## src/rtl/lowf_queue_seq_pkg.sv

```systemverilog
// Shared constants and types for the low-frequency sample queue sequencer.
package lowf_seq_pkg;

    localparam int ADDR_W  = 10;
    localparam int DEPTH   = 2 ** ADDR_W;
    localparam int WIN_LEN = 1021;
    localparam int DECIM   = 2;
    localparam int PHASE_W = (DECIM > 1) ? $clog2(DECIM) : 1;

    typedef logic [ADDR_W-1:0]  qaddr_t;
    typedef logic [PHASE_W-1:0] phase_t;

    typedef enum logic [1:0] {
        IDLE = 2'd0,
        RUN  = 2'd1,
        DONE = 2'd2
    } seq_state_t;

    localparam qaddr_t WIN_FULL   = qaddr_t'(WIN_LEN);
    localparam qaddr_t WIN_LAST   = qaddr_t'(WIN_LEN - 1);
    localparam phase_t PHASE_LAST = phase_t'(DECIM - 1);

endpackage

```

## src/rtl/lowf_queue_seq_if.sv

```systemverilog
// Sample-strobe / RAM-control bundle between the sample source and the queue sequencer.
interface lowf_queue_seq_if;
    import lowf_seq_pkg::*;

    logic   wrt_smpl;
    logic   flush;
    logic   we;
    qaddr_t waddr;
    qaddr_t raddr;
    logic   sequencing;
    logic   smpl_vld;
    logic   seq_done;
    logic   full;
    logic   overrun;

    modport master (
        output wrt_smpl, flush,
        input  we, waddr, raddr, sequencing, smpl_vld, seq_done, full, overrun
    );

    modport slave (
        input  wrt_smpl, flush,
        output we, waddr, raddr, sequencing, smpl_vld, seq_done, full, overrun
    );

endinterface

```

## src/rtl/lowf_queue_seq_burst_gen.sv

```systemverilog
// Read-burst engine: sweeps raddr over one window per request, queues one extra request.
//   state | meaning
//   IDLE  | no burst, waiting for a request or a pending one
//   RUN   | raddr carries a valid window address, WIN_LEN cycles
//   DONE  | one-cycle seq_done pulse, relaunch if pending
module lowf_burst_gen
    import lowf_seq_pkg::*;
(
    input  logic   clk,
    input  logic   rst_n,
    input  logic   flush_i,
    input  logic   start_i,
    input  qaddr_t start_addr_i,
    output qaddr_t raddr_o,
    output logic   sequencing_o,
    output logic   smpl_vld_o,
    output logic   seq_done_o,
    output logic   overrun_o
);

    seq_state_t state_q, state_d;
    qaddr_t     raddr_q;
    qaddr_t     bcnt_q;
    logic       pend_q, pend_d;
    logic       ovr_q, ovr_d;
    logic       smpl_vld_q;
    logic       launch;

    always_ff @(posedge clk or negedge rst_n) begin
        if (!rst_n) begin
            state_q <= IDLE;
        end else begin
            state_q <= state_d;
        end
    end

    always_comb begin
        state_d = state_q;
        launch  = 1'b0;
        if (flush_i) begin
            state_d = IDLE;
        end else begin
            case (state_q)
                IDLE: begin
                    if (start_i || pend_q) begin
                        state_d = RUN;
                        launch  = 1'b1;
                    end
                end
                RUN: begin
                    if (bcnt_q == '0) begin
                        state_d = DONE;
                    end
                end
                DONE: begin
                    if (pend_q) begin
                        state_d = RUN;
                        launch  = 1'b1;
                    end else begin
                        state_d = IDLE;
                    end
                end
                default: state_d = IDLE;
            endcase
        end
    end

    always_comb begin
        sequencing_o = (state_q == RUN);
        seq_done_o   = (state_q == DONE);
    end

    // Only one request can wait behind the active burst; a second one is lost.
    always_comb begin
        pend_d = pend_q;
        ovr_d  = ovr_q;
        if (flush_i) begin
            pend_d = 1'b0;
        end else if (state_q == IDLE) begin
            if (launch) begin
                pend_d = 1'b0;
            end
        end else begin
            if (launch) begin
                pend_d = 1'b0;
            end
            if (start_i) begin
                if (pend_q) begin
                    ovr_d = 1'b1;
                end else begin
                    pend_d = 1'b1;
                end
            end
        end
    end

    always_ff @(posedge clk or negedge rst_n) begin
        if (!rst_n) begin
            raddr_q    <= '0;
            bcnt_q     <= '0;
            pend_q     <= 1'b0;
            smpl_vld_q <= 1'b0;
        end else if (flush_i) begin
            raddr_q    <= '0;
            bcnt_q     <= '0;
            pend_q     <= 1'b0;
            smpl_vld_q <= 1'b0;
        end else begin
            pend_q     <= pend_d;
            smpl_vld_q <= (state_q == RUN);
            if (launch) begin
                raddr_q <= start_addr_i;
                bcnt_q  <= WIN_LAST;
            end else if ((state_q == RUN) && (bcnt_q != '0)) begin
                raddr_q <= raddr_q + qaddr_t'(1);
                bcnt_q  <= bcnt_q - qaddr_t'(1);
            end
        end
    end

    // Overrun survives flush so software can still see that data was lost.
    always_ff @(posedge clk or negedge rst_n) begin
        if (!rst_n) begin
            ovr_q <= 1'b0;
        end else begin
            ovr_q <= ovr_d;
        end
    end

    assign raddr_o    = raddr_q;
    assign smpl_vld_o = smpl_vld_q;
    assign overrun_o  = ovr_q;

endmodule

```

## src/rtl/lowf_queue_seq.sv

```systemverilog
// Low-frequency queue sequencer: decimated RAM writes, fill tracking, sliding-window
// oldest pointer, and burst launch towards the FIR read engine.
module lowf_queue_seq
    import lowf_seq_pkg::*;
(
    input  logic             clk,
    input  logic             rst_n,
    lowf_queue_seq_if.slave  bus
);

    phase_t phase_q, phase_d;
    qaddr_t new_ptr_q, new_ptr_d;
    qaddr_t old_ptr_q, old_ptr_d;
    qaddr_t cnt_q, cnt_d;
    logic   req_q, req_d;
    logic   qual;
    logic   full;

    assign full = (cnt_q == WIN_FULL);
    assign qual = bus.wrt_smpl && !bus.flush && (phase_q == PHASE_LAST);

    always_comb begin
        phase_d   = phase_q;
        new_ptr_d = new_ptr_q;
        old_ptr_d = old_ptr_q;
        cnt_d     = cnt_q;
        if (bus.wrt_smpl && !bus.flush) begin
            phase_d = (phase_q == PHASE_LAST) ? '0 : phase_q + phase_t'(1);
        end
        if (qual) begin
            new_ptr_d = new_ptr_q + qaddr_t'(1);
            if (full) begin
                old_ptr_d = old_ptr_q + qaddr_t'(1);
            end else begin
                cnt_d = cnt_q + qaddr_t'(1);
            end
        end
        req_d = qual && (cnt_d == WIN_FULL);
    end

    always_ff @(posedge clk or negedge rst_n) begin
        if (!rst_n) begin
            phase_q   <= '0;
            new_ptr_q <= '0;
            old_ptr_q <= '0;
            cnt_q     <= '0;
            req_q     <= 1'b0;
        end else if (bus.flush) begin
            phase_q   <= '0;
            new_ptr_q <= '0;
            old_ptr_q <= '0;
            cnt_q     <= '0;
            req_q     <= 1'b0;
        end else begin
            phase_q   <= phase_d;
            new_ptr_q <= new_ptr_d;
            old_ptr_q <= old_ptr_d;
            cnt_q     <= cnt_d;
            req_q     <= req_d;
        end
    end

    // The request lands one cycle after the write, so old_ptr_q is already post-update.
    lowf_burst_gen u_burst (
        .clk          (clk),
        .rst_n        (rst_n),
        .flush_i      (bus.flush),
        .start_i      (req_q),
        .start_addr_i (old_ptr_q),
        .raddr_o      (bus.raddr),
        .sequencing_o (bus.sequencing),
        .smpl_vld_o   (bus.smpl_vld),
        .seq_done_o   (bus.seq_done),
        .overrun_o    (bus.overrun)
    );

    assign bus.we    = qual;
    assign bus.waddr = new_ptr_q;
    assign bus.full  = full;

endmodule
```

## src/flat_wrapper.sv

```systemverilog
// flat-port wrapper written by rule: the top's interface ports become plain ports
module lowf_queue_seq_flat import lowf_seq_pkg::*;
  (clk, rst_n, bus_wrt_smpl, bus_flush, bus_we, bus_waddr, bus_raddr, bus_sequencing, bus_smpl_vld, bus_seq_done, bus_full, bus_overrun);
  lowf_queue_seq_if bus_i ();
  input  logic clk;
  input  logic rst_n;
  input wire logic [$bits(bus_i.wrt_smpl)-1:0] bus_wrt_smpl;
  input wire logic [$bits(bus_i.flush)-1:0] bus_flush;
  output wire logic [$bits(bus_i.we)-1:0] bus_we;
  output wire logic [$bits(bus_i.waddr)-1:0] bus_waddr;
  output wire logic [$bits(bus_i.raddr)-1:0] bus_raddr;
  output wire logic [$bits(bus_i.sequencing)-1:0] bus_sequencing;
  output wire logic [$bits(bus_i.smpl_vld)-1:0] bus_smpl_vld;
  output wire logic [$bits(bus_i.seq_done)-1:0] bus_seq_done;
  output wire logic [$bits(bus_i.full)-1:0] bus_full;
  output wire logic [$bits(bus_i.overrun)-1:0] bus_overrun;
  assign bus_i.wrt_smpl = bus_wrt_smpl;
  assign bus_i.flush = bus_flush;
  assign bus_we = bus_i.we;
  assign bus_waddr = bus_i.waddr;
  assign bus_raddr = bus_i.raddr;
  assign bus_sequencing = bus_i.sequencing;
  assign bus_smpl_vld = bus_i.smpl_vld;
  assign bus_seq_done = bus_i.seq_done;
  assign bus_full = bus_i.full;
  assign bus_overrun = bus_i.overrun;
  lowf_queue_seq u_core (.clk(clk), .rst_n(rst_n), .bus(bus_i));
endmodule
```

## config.mk

```make
export PLATFORM = sky130hd
export DESIGN_NAME = lowf_queue_seq_flat
export DESIGN_NICKNAME = d
export VERILOG_FILES = /design/src/rtl/lowf_queue_seq_pkg.sv /design/src/rtl/lowf_queue_seq_if.sv /design/src/rtl/lowf_queue_seq_burst_gen.sv /design/src/rtl/lowf_queue_seq.sv /design/src/flat_wrapper.sv
export SDC_FILE = /design/constraint.sdc
export NUM_CORES = 1
export LEC_CHECK = 0
export ABC_AREA = 1
export BUFFER_PORTS_ARGS = -buffer_cell sky130_fd_sc_hd__clkbuf_2
export CAP_MARGIN = 15
export CORE_MARGIN = 2
export CORE_UTILIZATION = 59
export CTS_CLUSTER_DIAMETER = 120
export DETAILED_ROUTE_END_ITERATION = 8
export PLACE_DENSITY = 0.79
export SLEW_MARGIN = 20
export SYNTH_ARGS = -nofsm -noshare
export SYNTH_HDL_FRONTEND = slang
export SYNTH_SLANG_ARGS = --single-unit
```

## constraint.sdc

```tcl
create_clock -name clk -period 2.3 [get_ports clk]
set_input_delay 0 -clock clk [delete_from_list [all_inputs] [get_ports clk]]
set_output_delay 0 -clock clk [all_outputs]
set_load 0.05 [all_outputs]
```

Word level (Yosys, flattened, before mapping)

Index checks and enable logic that the tools add are counted.

$add $sub $neg: 6
Eq/ne operators: 6
Reductions and logical operators: 16
Bitwise operators: 2
Muxes and demuxes: 33

Operator list:

| operator                | number |
|---|---|
| $mux W10                | 14 |
| $add A10 B1 Y10 const B | 4 |
| $eq A10 B10 Y1 const B  | 2 |
| $mux W1                 | 14 |
| $logic_not A10 Y1       | 1 |
| $reduce_bool A10 Y1     | 1 |
| $sub A10 B1 Y10 const B | 1 |
| $mux W2                 | 3 |
| $pmux W2 S3             | 1 |
| $reduce_bool A2 Y1      | 3 |
| $logic_and A1 B1 Y1     | 4 |
| $reduce_and A2 Y1       | 2 |
| $reduce_and A4 Y1       | 1 |
| $ne A3 B2 Y1 const B    | 1 |
| $ne A3 B3 Y1 const B    | 1 |
| $reduce_bool A3 Y1      | 1 |
| $eq A2 B1 Y1 const B    | 1 |
| $eq A2 B2 Y1 const B    | 1 |
| $logic_not A2 Y1        | 1 |
| $not A1 Y1              | 2 |
| $pmux W1 S2             | 1 |
| $add A1 B1 Y1 const B   | 1 |
| $logic_not A1 Y1        | 1 |
| $logic_or A1 B1 Y1      | 1 |

Output and inout bits: 26
Register bits: 57
Bits of input ports: 4

Logic depth before layout (Yosys ltp)

Depth in word-level cells: 9
Mapped depth: 12
Depth with buffers taken out: 12

Modules after synthesis

A second synthesis with hierarchy kept.

Cells, all modules: 453
Area total of the unflattened synthesis: 3419.5 um^2

By module, submodules not included:

| module         | sequential area each (um^2) | times used | area an instance (um^2) | cells an instance |
|---|---|---|---|---|
| lowf_queue_seq | 800.8                       | 1          | 1804.2                  | 224 |
| lowf_burst_gen | 625.6                       | 1          | 1615.3                  | 229 |

Least setup slack after synthesis

No wires, ideal clock.

Kind: reg2reg
From: register u_core.u_burst.state_q[0]
To: register u_core.u_burst.raddr_q[6], in the netlist u_core.u_burst.raddr_o[6]
Library setup time: 0.082 ns
Path slack: 0.371 ns
Data arrival time: 1.847 ns
Period minus slack after synthesis: 1.929 ns
Cell stages (with the launch flop): 8
Data required time: 2.218 ns
Cell sequence: dfrtp_1 inv_1 nor2_1 nand2_1 nand2_2 buf_6 nor2_1 a31oi_1

Elaborated cells between the ends (all ways): 9
Classes of those cells: 2 x eq/ne; 4 x mux; 3 x reduce/logical

RTL lines:

| what                         | RTL line                        | source |
|---|---|---|
| start: declaration           | lowf_queue_seq_burst_gen.sv:21  | `seq_state_t state_q, state_d;` |
| start signal: assignment     | lowf_queue_seq_burst_gen.sv:33  | `state_q <= state_d;` |
| $eq A2 B1 Y1                 | n/a                             |  |
| net bus_sequencing           | flat_wrapper.sv:12              | `output wire logic [$bits(bus_i.sequencing)-1:0] bus_sequencing;` |
| $logic_and A1 B1 Y1          | lowf_queue_seq_burst_gen.sv:114 | `end else if ((state_q == RUN) && (bcnt_q != '0)) begin` |
| $reduce_bool A3 Y1 (no line) | n/a                             |  |
| end signal: assignment       | lowf_queue_seq_burst_gen.sv:112 | `raddr_q <= start_addr_i;` |
| end signal: assignment       | lowf_queue_seq_burst_gen.sv:115 | `raddr_q <= raddr_q + qaddr_t'(1);` |
| end: declaration             | lowf_queue_seq_burst_gen.sv:22  | `qaddr_t raddr_q;` |

The timed path passes the listed nets, and every way through them passes these cells.
A chain may end at the register's enable or synchronous reset.

Worst setup path in the final report

From: register u_core.u_burst.bcnt_q[0]
To: register u_core.u_burst.raddr_q[5], in the netlist u_core.u_burst.raddr_o[5]

Word-level cells in the longest chain between the ends: 3

RTL lines:

| what                         | RTL line                        | source |
|---|---|---|
| start: declaration           | lowf_queue_seq_burst_gen.sv:23  | `qaddr_t bcnt_q;` |
| start signal: assignment     | lowf_queue_seq_burst_gen.sv:116 | `bcnt_q <= bcnt_q - qaddr_t'(1);` |
| $reduce_bool A10 Y1          | lowf_queue_seq_burst_gen.sv:114 |  |
| $logic_and A1 B1 Y1          | lowf_queue_seq_burst_gen.sv:114 |  |
| $reduce_bool A3 Y1 (no line) | n/a                             |  |

No other way between the ends.

==> flow_summary_export.csv <==
group,metric,value,unit
routing,via_count,2892,
pwr,peakVddDrop,0.512,mV
clocking,post_cts_resized,0,
clocking,clk_latency,0.34,ns
grt,grt_overflow,0,
synthesis,synth_compound_area_frac,0.136,
floorplan,core_area,0.00517,mm^2
setup_path,regToRegStartpoint,"u_core.u_burst.bcnt_q[0]",
timing,setup_viol,0,
clocking,hold_buffers,2,
synthesis,synth.mux.area_fraction,0,
setup_path,crit_chain,"inv_1, ha_1, nand4_1, nor2_2, nand2_1, nand2_1, nand2_2, inv_1, nand2_1, o21ai_1",
outcome,status,"completed",
clocking,htree_levels,3,
setup_path,worstPathRequired,2.56,ns
layout,areaGrowthSynthToFinish,14.9,%
setup_path,end_kind,"register",
timing,fin_crit,2.04,ns
floorplan,die_y,77.5,um
synthesis,synth_xor_area_frac,0.0110,
setup_path,path_buf_inv,2,
grt,grt_first_pass_wirelength,12100,um
setup_path,critPathLaunchType,"register",
clocking,cts_root_buf,"clkbuf_8",
routing,drcViolationCount,0,
clocking,cts.sink_count,57,
synthesis,synth_top_family_by_area,"simple AND/OR/NAND/NOR gates",
synthesis,ys_seq_area_frac,0.447,
layout,stdcell_count,525,
synthesis,synth_top_area_frac,0.447,
routing,drt_iter0_markers,216,
min_path,min_path_type,"in -> reg",
synthesis,synth_fp_nets,421,
pwr,total_power,2.41,mW
clocking,cts_tree,"yes",
grt,first_global_vias,2752,
timing,timing.final.crit_share,0.887,
clocking,clk_path_buf_depth,2,
layout,num-nets-final,460,
clocking,post_cts.repair.setup_buffers,0,
placement,hpwl,4830,um
clocking,cts_buffers,9,
routing,routedWlPerCell,13.4,um
setup_path,r2r_end,"u_core.u_burst.raddr_o[5]",
grt,antenna_found_initial,0,
min_path,whs_path_depth,4,
setup_path,cp_data_arrival_time,2.30,ns
timing,rsz0062_at_grt,"false",
pwr,power.leakage,1.79,nW
setup_path,cp_top_family,"simple AND/OR/NAND/NOR gates",
synthesis,yosysWarnings,0,
setup_path,ff2ff_path_depth,10,
timing,worst_hold_slack,0.0841,ns
synthesis,syn_area_per_cell,7.76,um^2
floorplan,rows,26,
routing,ant_nets,0,
floorplan,io_pins,30,
synthesis,yosys_register_bits,57,
routing,routed_wl,7010,um
floorplan,start_util,0.617,
setup_path,critPathKind,"reg -> reg",
synthesis,netlist_area,0.00319,mm^2
floorplan,fp.dieW,77.5,um
timing,finalSetupTns,0,ns
layout,diodes,0,
timing,max_freq,0.490,GHz
synthesis,ys_types,37,
synthesis,synthSimpleGateAreaFrac,0.300,
setup_path,crit_start,"u_core.u_burst.bcnt_q[0]",
job,maxCapViolCount,0,
setup_path,critPathMaxStageDelay,0.41,ns
synthesis,synthTopCellsByArea,"dfrtp_1, nand2_1, inv_1, nor2_1, o21ai_0",
placement,place.gp.congestion,0.867,
setup_path,rrSetupSlack,0.26,ns
timing,skew,0.00576,ns
floorplan,die_area,0.00601,mm^2
grt,grt_start_max_net_pins,58,
timing,slew_headroom,0.531,
grt,grt_usage,0.254,
synthesis,synth_cells,411,
routing,first_pass_iters,6,
layout,drive_gt1_frac,0.160,
setup_path,cp_slowest_cell,"dfrtp_1",
pwr,power.density,658,mW/mm^2
routing,via_per_inst,5.51,
timing,slew_violations,0,
setup_path,cpMostUsedCell,"nand2_1",
timing,finalHoldViolCount,0,
layout,design_area,0.00366,mm^2
clocking,cts.clk_slew.worst_paths,0.07,ns
setup_path,cp_max_fo,24,
placement,portBuffers,29,
synthesis,synth_fa_ha_area_frac,0.0235,
timing,tightest_slew,0.703,ns
min_path,min_from,"bus_flush",
min_path,whs_endpoint,"u_core.old_ptr_q[9]",
placement,placed_cell_area,0.00340,mm^2
placement,place_inst,507,
synthesis,yosysTopAreaCell,"dfrtp_1",
-- state kept, by name (all words and copies together), names as in the netlist, 2 cells and up --
| signal | flops |
|---|---|
| u_core.bus.waddr | 10 |
| u_core.u_burst.raddr_o | 10 |
| u_core.u_burst.state_q | 2 |
| u_core.cnt_q | 10 |
| u_core.old_ptr_q | 10 |
| u_core.u_burst.bcnt_q | 10 |
-- layer usage --
layer	GRT usage	wire length, um	up-vias
li1	-	-	1440
met1	0.307	3180	1363
met2	0.431	3400	80
met3	0.0628	310	9
met4	0.111	121	0
met5	0	0	-
-- synthesized netlist by cell type, drive strengths merged --
master  number
a21oi       21
a221oi       1
a22o         1
a22oi        1
a31o         1
a31oi        6
and2         1
buf          7
dfrtp       57
ha           6
inv         56
nand2       95
nand3       21
nand3b       6
nand4        8
nor2        51
nor3        18
nor3b        1
nor4         1
o211ai       1
o21ai       37
o21bai       1
o22ai        8
o31ai        1
xor2         4
-- through the flow --
stage	worst slack, ns	utilization
2_1_floorplan	0.371	-
3_3_place_gp	0.451	0.657
3_5_place_dp	0.347	0.657
4_1_cts	0.297	0.708
5_1_grt	0.0680	0.708
6_report	0.261	0.708
-- worst reg2reg max path: cells and delay by family, from the launching register on --
kind / cells / cell delay, ns
AO/OA/AOI/OAI: 1 / 0.09
adder cells (fa/ha/maj): 1 / 0.21
buffers and inverters: 2 / 0.32
flip-flops: 1 / 0.41
AND/OR/NAND/NOR: 6 / 0.94
-- where the power goes --
part	total, mW	leakage (nW)	switching, mW	internal, mW
clock	1.15	0.120	0.404	0.748
sequential	1.05	0.786	0.0290	1.03
combinational	0.205	0.881	0.157	0.0486
-- cells by family after synthesis --
| family | count (synthesis) |
|---|---|
| simple gates | 202 |
| flops | 57 |
| xor+xnor | 4 |
| fa+ha+maj | 6 |
| buf+inv | 63 |
| compound gates | 79 |
-- cell type report --
type / instances / area [um^2]
clock buffers: 11 / 141
clock inverters: 5 / 103
fillers: 406 / 1510
inverters: 56 / 210
multi-input cells: 291 / 1500
flip-flops and latches: 57 / 1430
well taps: 70 / 87.6
repair buffers: 35 / 195
-- worst max-delay path by stage --
stage	end	slack (ns)	cells after the start
2_1_floorplan	u_core.u_burst.raddr_o[6]	0.37	7
3_3_place_gp	u_core.u_burst.bcnt_q[0]	0.45	10
3_5_place_dp	u_core.u_burst.bcnt_q[0]	0.35	10
4_1_cts	u_core.u_burst.raddr_o[5]	0.30	10
5_1_grt	u_core.u_burst.raddr_o[5]	0.07	10
6_report	u_core.u_burst.raddr_o[5]	0.26	10
-- layout by cell type, fill, tap and decap left out, types with 2 or more instances in the layout --
cell           instances
o21ai_1                9
a21oi_1               21
buf_4                  4
clkbuf_8              10
o22ai_1                8
ha_1                   6
bufinv_16              3
nand2_1               88
nor3_1                16
inv_1                 52
nor2_2                 6
nand4_1                8
xor2_1                 4
inv_2                  4
a31oi_1                6
nor2_1                42
clkbuf_2              29
nand3_1               19
dfrtp_1               57
nand3b_1               6
nor2_4                 2
nand2_2                7
o21ai_0               28
dlygate4sd3_1          2
No activity file was read; power rests on OpenSTA's default activity.
